--- config.mk ---
export PLATFORM = sky130hd
export DESIGN_NAME = decimal_entry
export DESIGN_NICKNAME = d
export VERILOG_FILES = /design/src/rtl/decimal_entry.sv
export SDC_FILE = /design/constraint.sdc
export NUM_CORES = 1
export LEC_CHECK = 0
export ABC_AREA = 1
export CAP_MARGIN = 15
export CORE_ASPECT_RATIO = 1.25
export CORE_UTILIZATION = 24
export CTS_CLUSTER_DIAMETER = 120
export DETAILED_ROUTE_END_ITERATION = 6
export PLACE_DENSITY = 0.55
export SETUP_SLACK_MARGIN = 0.2
export SKIP_LAST_GASP = 1
export SYNTH_ARGS = -nofsm -noshare
export SYNTH_HDL_FRONTEND = slang
export SYNTH_SLANG_ARGS = --single-unit
--- constraint.sdc ---
create_clock -name clock -period 2.75 [get_ports clock]
set_input_delay 0.275 -clock clock [delete_from_list [all_inputs] [get_ports clock]]
set_output_delay 0.275 -clock clock [all_outputs]
set_load 0.05 [all_outputs]
--- src/rtl/decimal_entry.sv ---
// -----------------------------------------------------------------------------
// decimal_entry
//   Collects up to MAX_DIGITS decimal digits from switches and push-buttons
//   into an 8-bit binary value. Enter commits the value and holds it
//   (Valid=1) until the consumer acknowledges it. Clear discards the entry.
//
//   Optional build macro: DEBOUNCE_EN adds a per-button stability filter of
//   DEBOUNCE_CYCLES samples after the synchronizers.
//
// Ports
//   clock       sole clock, rising edge
//   reset       synchronous, active-high
//   Digit[3:0]  BCD digit from the switches
//   Push        raw button: append Digit
//   Enter       raw button: commit the entry
//   Clear       raw button: discard the entry
//   Ack         consumer acknowledge, level-sampled
//   Value[7:0]  binary value of the entry
//   Valid       committed Value available
//   Overflow    sticky: a digit was rejected because the value would pass 255
//   DigitCount  number of accepted digits
//   Units/Tens/Hundreds  BCD echo of the accepted digits
//   Leds[3:0]   {Overflow, state lamps}: 001 idle, 011 entry, 111 hold
// -----------------------------------------------------------------------------
module decimal_entry #(
  parameter int MAX_DIGITS      = 3,
  parameter int DEBOUNCE_CYCLES = 16
) (
  input  logic       clock,
  input  logic       reset,
  input  logic [3:0] Digit,
  input  logic       Push,
  input  logic       Enter,
  input  logic       Clear,
  input  logic       Ack,
  output logic [7:0] Value,
  output logic       Valid,
  output logic       Overflow,
  output logic [1:0] DigitCount,
  output logic [3:0] Units,
  output logic [3:0] Tens,
  output logic [3:0] Hundreds,
  output logic [3:0] Leds
);

  typedef enum logic [1:0] {S_IDLE, S_ENTRY, S_HOLD} state_t;

  localparam logic [1:0] MAX_CNT = MAX_DIGITS[1:0];

  // Button vector: bit 0 = Push, bit 1 = Enter, bit 2 = Clear.
  logic [2:0] sync1_q, sync1_d, sync2_q, sync2_d;
  logic [2:0] arm_q, arm_d;
  logic [1:0] ready_q, ready_d;
  logic [2:0] level;
  logic [2:0] ev;

  state_t     state_q, state_d;
  logic [7:0] value_q, value_d;
  logic       valid_q, valid_d;
  logic       overflow_q, overflow_d;
  logic [1:0] count_q, count_d;
  logic [3:0] units_q, units_d, tens_q, tens_d, hundreds_q, hundreds_d;
  logic [3:0] leds_q, leds_d;
  logic [9:0] next_val;

`ifdef DEBOUNCE_EN
  localparam int DB_W = $clog2(DEBOUNCE_CYCLES + 1);
  localparam logic [DB_W-1:0] CNT_LAST = DB_W'(DEBOUNCE_CYCLES - 1);

  logic [2:0]      level_q, level_d;
  logic [DB_W-1:0] cnt_q [3];
  logic [DB_W-1:0] cnt_d [3];

  // The filtered level follows the synchronized button only after
  // DEBOUNCE_CYCLES consecutive samples disagree with it.
  always_comb begin
    level_d = level_q;
    for (int i = 0; i < 3; i++) begin
      cnt_d[i] = '0;
      if (sync2_q[i] != level_q[i]) begin
        if (cnt_q[i] == CNT_LAST) level_d[i] = sync2_q[i];
        else                      cnt_d[i]   = cnt_q[i] + 1'b1;
      end
    end
  end

  assign level = level_q;
`else
  // Keeps the debounce parameter referenced when the filter is compiled out.
  logic unused_cfg;
  assign unused_cfg = (DEBOUNCE_CYCLES > 0);

  assign level = sync2_q;
`endif

  // A button only fires after it has been seen low (arm set). ready_q keeps
  // arming off until the synchronizers have refilled after reset, so a button
  // held through reset never looks like a fresh press.
  assign ev = level & arm_q;

  // NOTE: every signal written in an always_comb gets a default first, so no
  // path leaves it unassigned and no latch is inferred.
  always_comb begin
    sync1_d = {Clear, Enter, Push};
    sync2_d = sync1_q;
    ready_d = {ready_q[0], 1'b1};
    arm_d   = (arm_q | ({3{ready_q[1]}} & ~level & ~sync2_q)) & ~ev;
  end

  // Entry FSM and datapath; priority Clear > Ack (hold) > Enter > Push.
  always_comb begin
    state_d    = state_q;
    value_d    = value_q;
    valid_d    = valid_q;
    overflow_d = overflow_q;
    count_d    = count_q;
    units_d    = units_q;
    tens_d     = tens_q;
    hundreds_d = hundreds_q;
    // At most two digits precede an accepted push, so value*10+9 <= 999.
    next_val   = {2'b00, value_q} * 10'd10 + {6'd0, Digit};

    if (ev[2] || (state_q == S_HOLD && Ack)) begin
      state_d    = S_IDLE;
      value_d    = '0;
      valid_d    = 1'b0;
      overflow_d = 1'b0;
      count_d    = '0;
      units_d    = '0;
      tens_d     = '0;
      hundreds_d = '0;
    end else if (ev[1] && state_q == S_ENTRY) begin
      state_d = S_HOLD;
      valid_d = 1'b1;
    end else if (ev[0] && state_q != S_HOLD && Digit <= 4'd9 && count_q < MAX_CNT) begin
      if (next_val <= 10'd255) begin
        state_d    = S_ENTRY;
        value_d    = next_val[7:0];
        count_d    = count_q + 1'b1;
        hundreds_d = tens_q;
        tens_d     = units_q;
        units_d    = Digit;
      end else begin
        overflow_d = 1'b1;
      end
    end

    case (state_d)
      S_ENTRY: leds_d = {overflow_d, 3'b011};
      S_HOLD:  leds_d = {overflow_d, 3'b111};
      default: leds_d = {overflow_d, 3'b001};
    endcase
  end

  // NOTE: sequential state is updated with non-blocking assignments only, so
  // every flop samples the pre-edge values regardless of statement order.
  always_ff @(posedge clock) begin
    if (reset) begin
      sync1_q    <= '0;
      sync2_q    <= '0;
      arm_q      <= '0;
      ready_q    <= '0;
      state_q    <= S_IDLE;
      value_q    <= '0;
      valid_q    <= 1'b0;
      overflow_q <= 1'b0;
      count_q    <= '0;
      units_q    <= '0;
      tens_q     <= '0;
      hundreds_q <= '0;
      leds_q     <= 4'b0001;
`ifdef DEBOUNCE_EN
      level_q    <= '0;
      for (int i = 0; i < 3; i++) cnt_q[i] <= '0;
`endif
    end else begin
      sync1_q    <= sync1_d;
      sync2_q    <= sync2_d;
      arm_q      <= arm_d;
      ready_q    <= ready_d;
      state_q    <= state_d;
      value_q    <= value_d;
      valid_q    <= valid_d;
      overflow_q <= overflow_d;
      count_q    <= count_d;
      units_q    <= units_d;
      tens_q     <= tens_d;
      hundreds_q <= hundreds_d;
      leds_q     <= leds_d;
`ifdef DEBOUNCE_EN
      level_q    <= level_d;
      for (int i = 0; i < 3; i++) cnt_q[i] <= cnt_d[i];
`endif
    end
  end

  assign Value      = value_q;
  assign Valid      = valid_q;
  assign Overflow   = overflow_q;
  assign DigitCount = count_q;
  assign Units      = units_q;
  assign Tens       = tens_q;
  assign Hundreds   = hundreds_q;
  assign Leds       = leds_q;

endmodule
==> metrics.md <==
| Metric | Value |
|---|---|
| Synthesis Warnings | `0` |
| Clock power share | `between 40 and 50%` |
| Vias per cell | `4.12` |
| Die height | `roughly 110 um` |
| Yosys reg bits | `38` |
| Total track usage | `a little under an eighth` |
| Fin crit period | `2.58 ns` |
| Crit. Startpoint | `Value[3]` |
| Synth Flop Type | `dfxtp_1` |
| Seq/Total Area, Yosys | `about a third` |
| Cell depth of the worst setup path | `16` |
| Critical Path End | `state_q[1]` |
| Yosys top cell area share | `around a third` |
| Critical path's slowest cell | `fa_2` |
| Adder-Cell Fraction of Synth Area | `between 10% and 20%` |
| Ys async rst share | `0%` |
| Post-synthesis compound-gate area fraction | `between 2 and 2.5%` |
| Status | `complete, no violations` |
| DRC violations left | `0` |
| Multiplexer area fraction after synthesis | `0%` |
| CP arrival | `between 2 and 3 ns` |
| Syn Inst Count | `320` |
| Final hold vios | `0` |
| Largest net degree at the start of global routing | `23` |
| Clk sinks | `38` |
| Synthesis-to-finish area growth | `37.5%` |
| Core area | `slightly below 0.009 mm^2` |
| Peak supply drop | `roughly 0.00029 V` |
| Fmax | `approximately 0.39 GHz` |
| Largest family of logic cells by synthesized area | `simple AND/OR/NAND/NOR gates` |
| Power Dens Cells | `about 410 mW/mm^2` |
| Worst r2r dst | `state_q[1]` |
| Slew @ Worst Pin | `around 0.52 ns` |
| R2r startpoint | `Value[3]` |
| RSZ-0062 raised after global routing | `true` |
| Worst-Skew Late Latency | `0.29 ns` |
| Hold-fix buffers, CTS | `0` |
| XOR/XNOR Fraction of Synth Area | `2.73%` |
| H-tree Lvls | `2` |
| Worst hold path type | `reg2reg` |
| CTS tree | `done` |
| Buf/Inv on CP | `4` |
| Chip width | `87.7 um` |
| R2R setup slack | `between 0.15 and 0.2 ns` |
| Max Cap Viol | `0` |
| Switch share | `22.9%` |
| Ports | `38` |
| IO Port Bufs | `36` |
| Top delay family on crit path | `adder cells` |
| Worst Setup End Kind | `register` |
| Final #Nets | `399` |
| Clock transition at path regs | `0.08 ns` |
| Routed wire length | `approximately 5200 um` |
| Initial core utilization | `between 20% and 30%` |
| Dpl hpwl | `about 3700 um` |
| Simple-gate portion of the synthesized area | `33.0%` |
| CP max stage delay | `0.54 ns` |
| Psw | `roughly 280 uW` |
| Post-Syn Area per Cell | `approximately 6.9 um^2` |
| Root Driver | `clkbuf_8` |
| Top cell type by total area after synthesis | `dfxtp_1` |
| Synth cell types | `29` |
| WL/cell | `10.5 um` |
| Fin util | `34.4%` |
| First-pass GRT wire length | `approximately 8800 um` |
| CTS Buffer Depth | `2` |
| Commonest non-fill, non-tap cell in the layout | `nand2_1` |
| Worst Reg-to-Reg Cells | `16` |
| Clk_skew | `between 0.006 and 0.007 ns` |
| CTS Buf Count | `5` |
| Worst rel slew slack | `65.0%` |
| Post-synth net total | `348` |
| Tot Pwr | `roughly 1200 uW` |
| WHS | `a little over 0.4 ns` |
| Combinational share of power | `9.5%` |
| Power share of the sequential group | `a little under half` |
| Die area | `about 0.0096 mm^2` |
| DRT Pass-1 Iters | `4` |
| Vias in the first global route | `slightly below 2k` |
| Post-synth EDFFs | `0` |
| Final setup vio count | `0` |
| Cell internal pwr | `~960 uW` |
| Commonest non-fill, non-tap cells in the layout | `nand2_1, inv_1, nor2_1, clkdlybuf4s50_1, dfxtp_1` |
| Worst Setup Start Kind | `register` |
| Worst endpoint required time | `between 2 and 3 ns` |
| Final period util | `between 90 and 100%` |
| Cells along the critical path | `ha_4 > ha_4 > fa_2 > nand2_1 > inv_2 > nand4_1 > nand2_1 > nand2_1 > o21bai_1 > nand2_2 > nand3_4 > nand3_2 > buf_4 > buf_4 > buf_4 > nor2_1` |
| Initial antenna violation count | `0` |
| Row Count | `38` |
| Ant. Diodes | `0` |
| Mapped cell area | `~0.0022 mm^2` |
| Grt ovf | `0` |
| Top cells by area, synth | `dfxtp_1, nand2_1, inv_1, ha_1, nand4_1` |
| Detail Route Antenna Nets | `0` |
| Setup Crit Path Kind | `reg2reg` |
| Total number of vias | `~2k` |
| Worst Path Max Fanout | `3` |
| Slew Limit Fails | `0` |
| Layout cells sized above 1 | `between 15 and 20%` |
| Iter 0 DRT Violations | `87` |
| Placer Congestion | `between 0.8 and 0.9` |
| Leak | `between 0.001 and 0.0015 uW` |
## kinds of logic (layout without fill, tap and decap cells)
logic type | after synthesis | after routing
adders and majority gates | 18 | 18
and+or+nand+nor | 161 | 161
other | 1 | 1
AOI/OAI and AO/OA | 9 | 9
xor gates and xnor gates | 6 | 6
buffers and inverters | 87 | 139
DFF | 38 | 38
## registers in the layout (all words and copies together), names as in the netlist
signal	cells
Leds	3
Tens	4
Units	3
DigitCount	2
level	3
Valid	1
sync1_q	3
state_q	2
ready_q	2
arm_q	3
Value	8
Hundreds	4
## power groups by stage
stage / sequential, uW / combinational, uW / clock [uW]
after CTS: 567 / 119 / 575
final: 567 / 119 / 557
after detailed placement: 580 / 118 / 0
after floorplan: 593 / 63.1 / 0
after global placement: 579 / 117 / 0
after global routing: 569 / 134 / 594
## per-stage QoR
stage / cells / cell area, um^2 / setup slack [ns] / TNS [ns]
finish: 492 / 3030 / 0.168 / 0
global placement: 475 / 2780 / -0.0155 / -0.0155
CTS: 492 / 2990 / 0.126 / 0
detailed placement: 475 / 2780 / -0.0667 / -0.237
global route: 492 / 3030 / -0.0263 / -0.109
floorplan: 320 / 2250 / -0.112 / -0.145
## layout make-up
| cell class | instances | area, um^2 |
|---|---|---|
| Inverter | 73 | 274 |
| Clock inverter | 1 | 30.0 |
| Clock buffer | 7 | 108 |
| Fill cell | 953 | 5770 |
| Timing Repair Buffer | 58 | 526 |
| Tap cell | 120 | 150 |
| Sequential cell | 38 | 778 |
| Multi-Input combinational cell | 195 | 1160 |
## worst reg2reg max path, delay by kind of cell, from the launching register on
family | cells | cell delay, ns
fa+ha+maj | 3 | 0.94
simple gates | 8 | 0.63
buf+inv | 4 | 0.43
flops | 1 | 0.37
compound gates | 1 | 0.17
## per-layer routing
layer / routed length (um) / vias to the layer above / global-route usage (%)
met5: 0 / - / 0
met3: 201 / 11 / 2.42
li1: - / 1070 / -
met2: 2600 / 43 / 21.2
met1: 2220 / 903 / 13.5
met4: 134 / 0 / 4.57
## repair_timing
action,4_1_cts,5_1_grt
buffers inserted,9,0
pin swaps,3,3
setup endpoints to repair,25,26
resized for setup,2,7
## synthesized netlist by cell type, drive strengths merged (4+ instances only)
| cell | count |
|---|---|
| ha | 16 |
| a21oi | 4 |
| nand3 | 9 |
| inv | 73 |
| clkbuf | 5 |
| xnor2 | 4 |
| dfxtp | 38 |
| nor2 | 40 |
| buf | 9 |
| nand2 | 79 |
| nand4 | 27 |
| nor3 | 4 |
## worst min path at each step
stage / start / end / slack (ns) / cells past startpoint
after floorplan: reset / Leds[2] / 0.35 / 1
after global placement: sync1_q[2] / level[2] / 0.39 / 2
after detailed placement: sync1_q[1] / level[1] / 0.39 / 2
after CTS: sync1_q[1] / level[1] / 0.41 / 2
after global routing: ready_q[0] / ready_q[1] / 0.41 / 2
final: ready_q[0] / ready_q[1] / 0.40 / 2
(Power assumes the default switching activity.)
==> edit, RTL diff (config.mk and constraints unchanged) <==
Put one more register stage on the output `Overflow`, with the module's reset. The value now appears one clock later. The other outputs are not delayed to match.
--- a/src/rtl/decimal_entry.sv
+++ b/src/rtl/decimal_entry.sv
@@ -197,5 +197,11 @@
   assign Value      = value_q;
   assign Valid      = valid_q;
-  assign Overflow   = overflow_q;
+  always_ff @(posedge clock) begin
+    if (reset) begin
+      Overflow <= '0;
+    end else begin
+      Overflow <= overflow_q;
+    end
+  end
   assign DigitCount = count_q;
   assign Units      = units_q;
Formal check against the unedited RTL: not equivalent (Yosys sat finds a counterexample within 10 cycles, from zero or initial values and one cycle with reset high).
==> edit against the unedited design <==
Area after synthesis is 1.4% higher; wire length is 11% higher; setup slack worse by 0.086 ns; clock skew is 0.0025 ns lower; critical endpoint is now Leds[2]; critical path depth stayed put; design area is 8.9% higher; synthesized cell count is 1.3% higher; sequential cell count is 1 higher; sequential share of layout area is 1.5 points lower; sequential power is 3% higher; count of clock-buffer cells in the layout stayed put; combinational power is 12% higher; largest cell class unchanged; power is 6.6% higher.
==> edit: results (changes against the unedited design) <==
* Global-route wire length before repair: 8928 um (was 8832 um)
- The fill cell total of the finished layout came to 961 (was 953).
* Measured slew at the worst slew-check pin: 0.5075 ns (was 0.5228 ns)
- Combinational-cell power consumption: 133 uW (was 119 uW)
* Leakage Power: 1.528 nW (was 1.406 nW)
- The met1 demand-to-capacity share in global routing was 0.1380 (was 0.1355).
- Final non-clock buffer share: 0.2126 (was 0.1737)
- The number of global-route vias before repair came to 2014 (was 1929).
- The share of the synthesized netlist area taken by xor and xnor gates came to 0.02691 (was 0.02729).
- Wire length on met3: 189 um (was 201 um)
- Run status: finished clean (unchanged).
- Layout area overhead: 47.65% (was 37.46%)
- # placed instances: 484 (was 475)
- Post-detailed-placement cell area: 0.002834 mm^2 (was 0.002780 mm^2)
* Most area-consuming cells after synthesis: dfxtp_1, nand2_1, inv_1 (unchanged)
- Total of plain and repair buffers excluding clock buffers: 69 (was 58)
- Clock Tree Root: clkbuf_16 (was clkbuf_8)
- The fraction of the mapped netlist area in adder cells was 0.1076 (was 0.1092).
* Post-CTS setup repair buffer count: 11 (was 9)
- The pre-CTS setup slack was -0.1104 ns (was -0.06668 ns).
* Syn nets: 352 (was 348)
* Fraction of the mapped netlist area in compound gates: 0.02298 (was 0.02331)
- The worst-case vdd ir drop came to 0.2606 mV (was 0.2860 mV).
- Commonest cells in the netlist: nand2_1, inv_1, dfxtp_1, nor2_1, nand4_1 (was nand2_1, inv_1, nor2_1).
- The row count came to 39 (was 38).
- Metal-1 WL: 2506 um (was 2222 um)
- The post-CTS clock slew at the launch and capture registers of the worst setup and hold paths is 0.06 ns (was 0.08 ns).
* Met2 Wirelength: 2908 um (was 2599 um)
- Power spent charging and discharging nets: 328.4 uW (was 284.1 uW)
==> edit: worst reg2reg max path: stages (launching register included) <==
cell	delay, ns
dfxtp_4	0.36
ha_4	0.24
ha_4	0.16
fa_2	0.55
nand2_1	0.06
inv_1	0.06
nand4_1	0.09
nand2_2	0.10
nand2_2	0.07
nor2_2	0.10
nand2_1	0.07
nand2_2	0.09
nand3_4	0.10
nand3_4	0.09
inv_2	0.05
ha_4	0.23
nor3b_2	0.16
==> edit: final timing paths <==
| check | endpoint | slack (ns) |
|---|---|---|
| setup / recovery | Leds[2] | 0.08 |
| hold / removal | level[1] | 0.40 |
| setup reg to reg | Leds[2] | 0.08 |
| hold reg to reg | level[1] | 0.40 |
==> edit: kinds of logic (layout without fill, tap and decap cells) <==
family / Yosys count / count (layout)
xor+xnor: 6 / 6
flops: 39 / 39
compound gates: 9 / 9
simple gates: 162 / 162
fa+ha+maj: 18 / 18
buf+inv: 89 / 151
other cells: 1 / 1
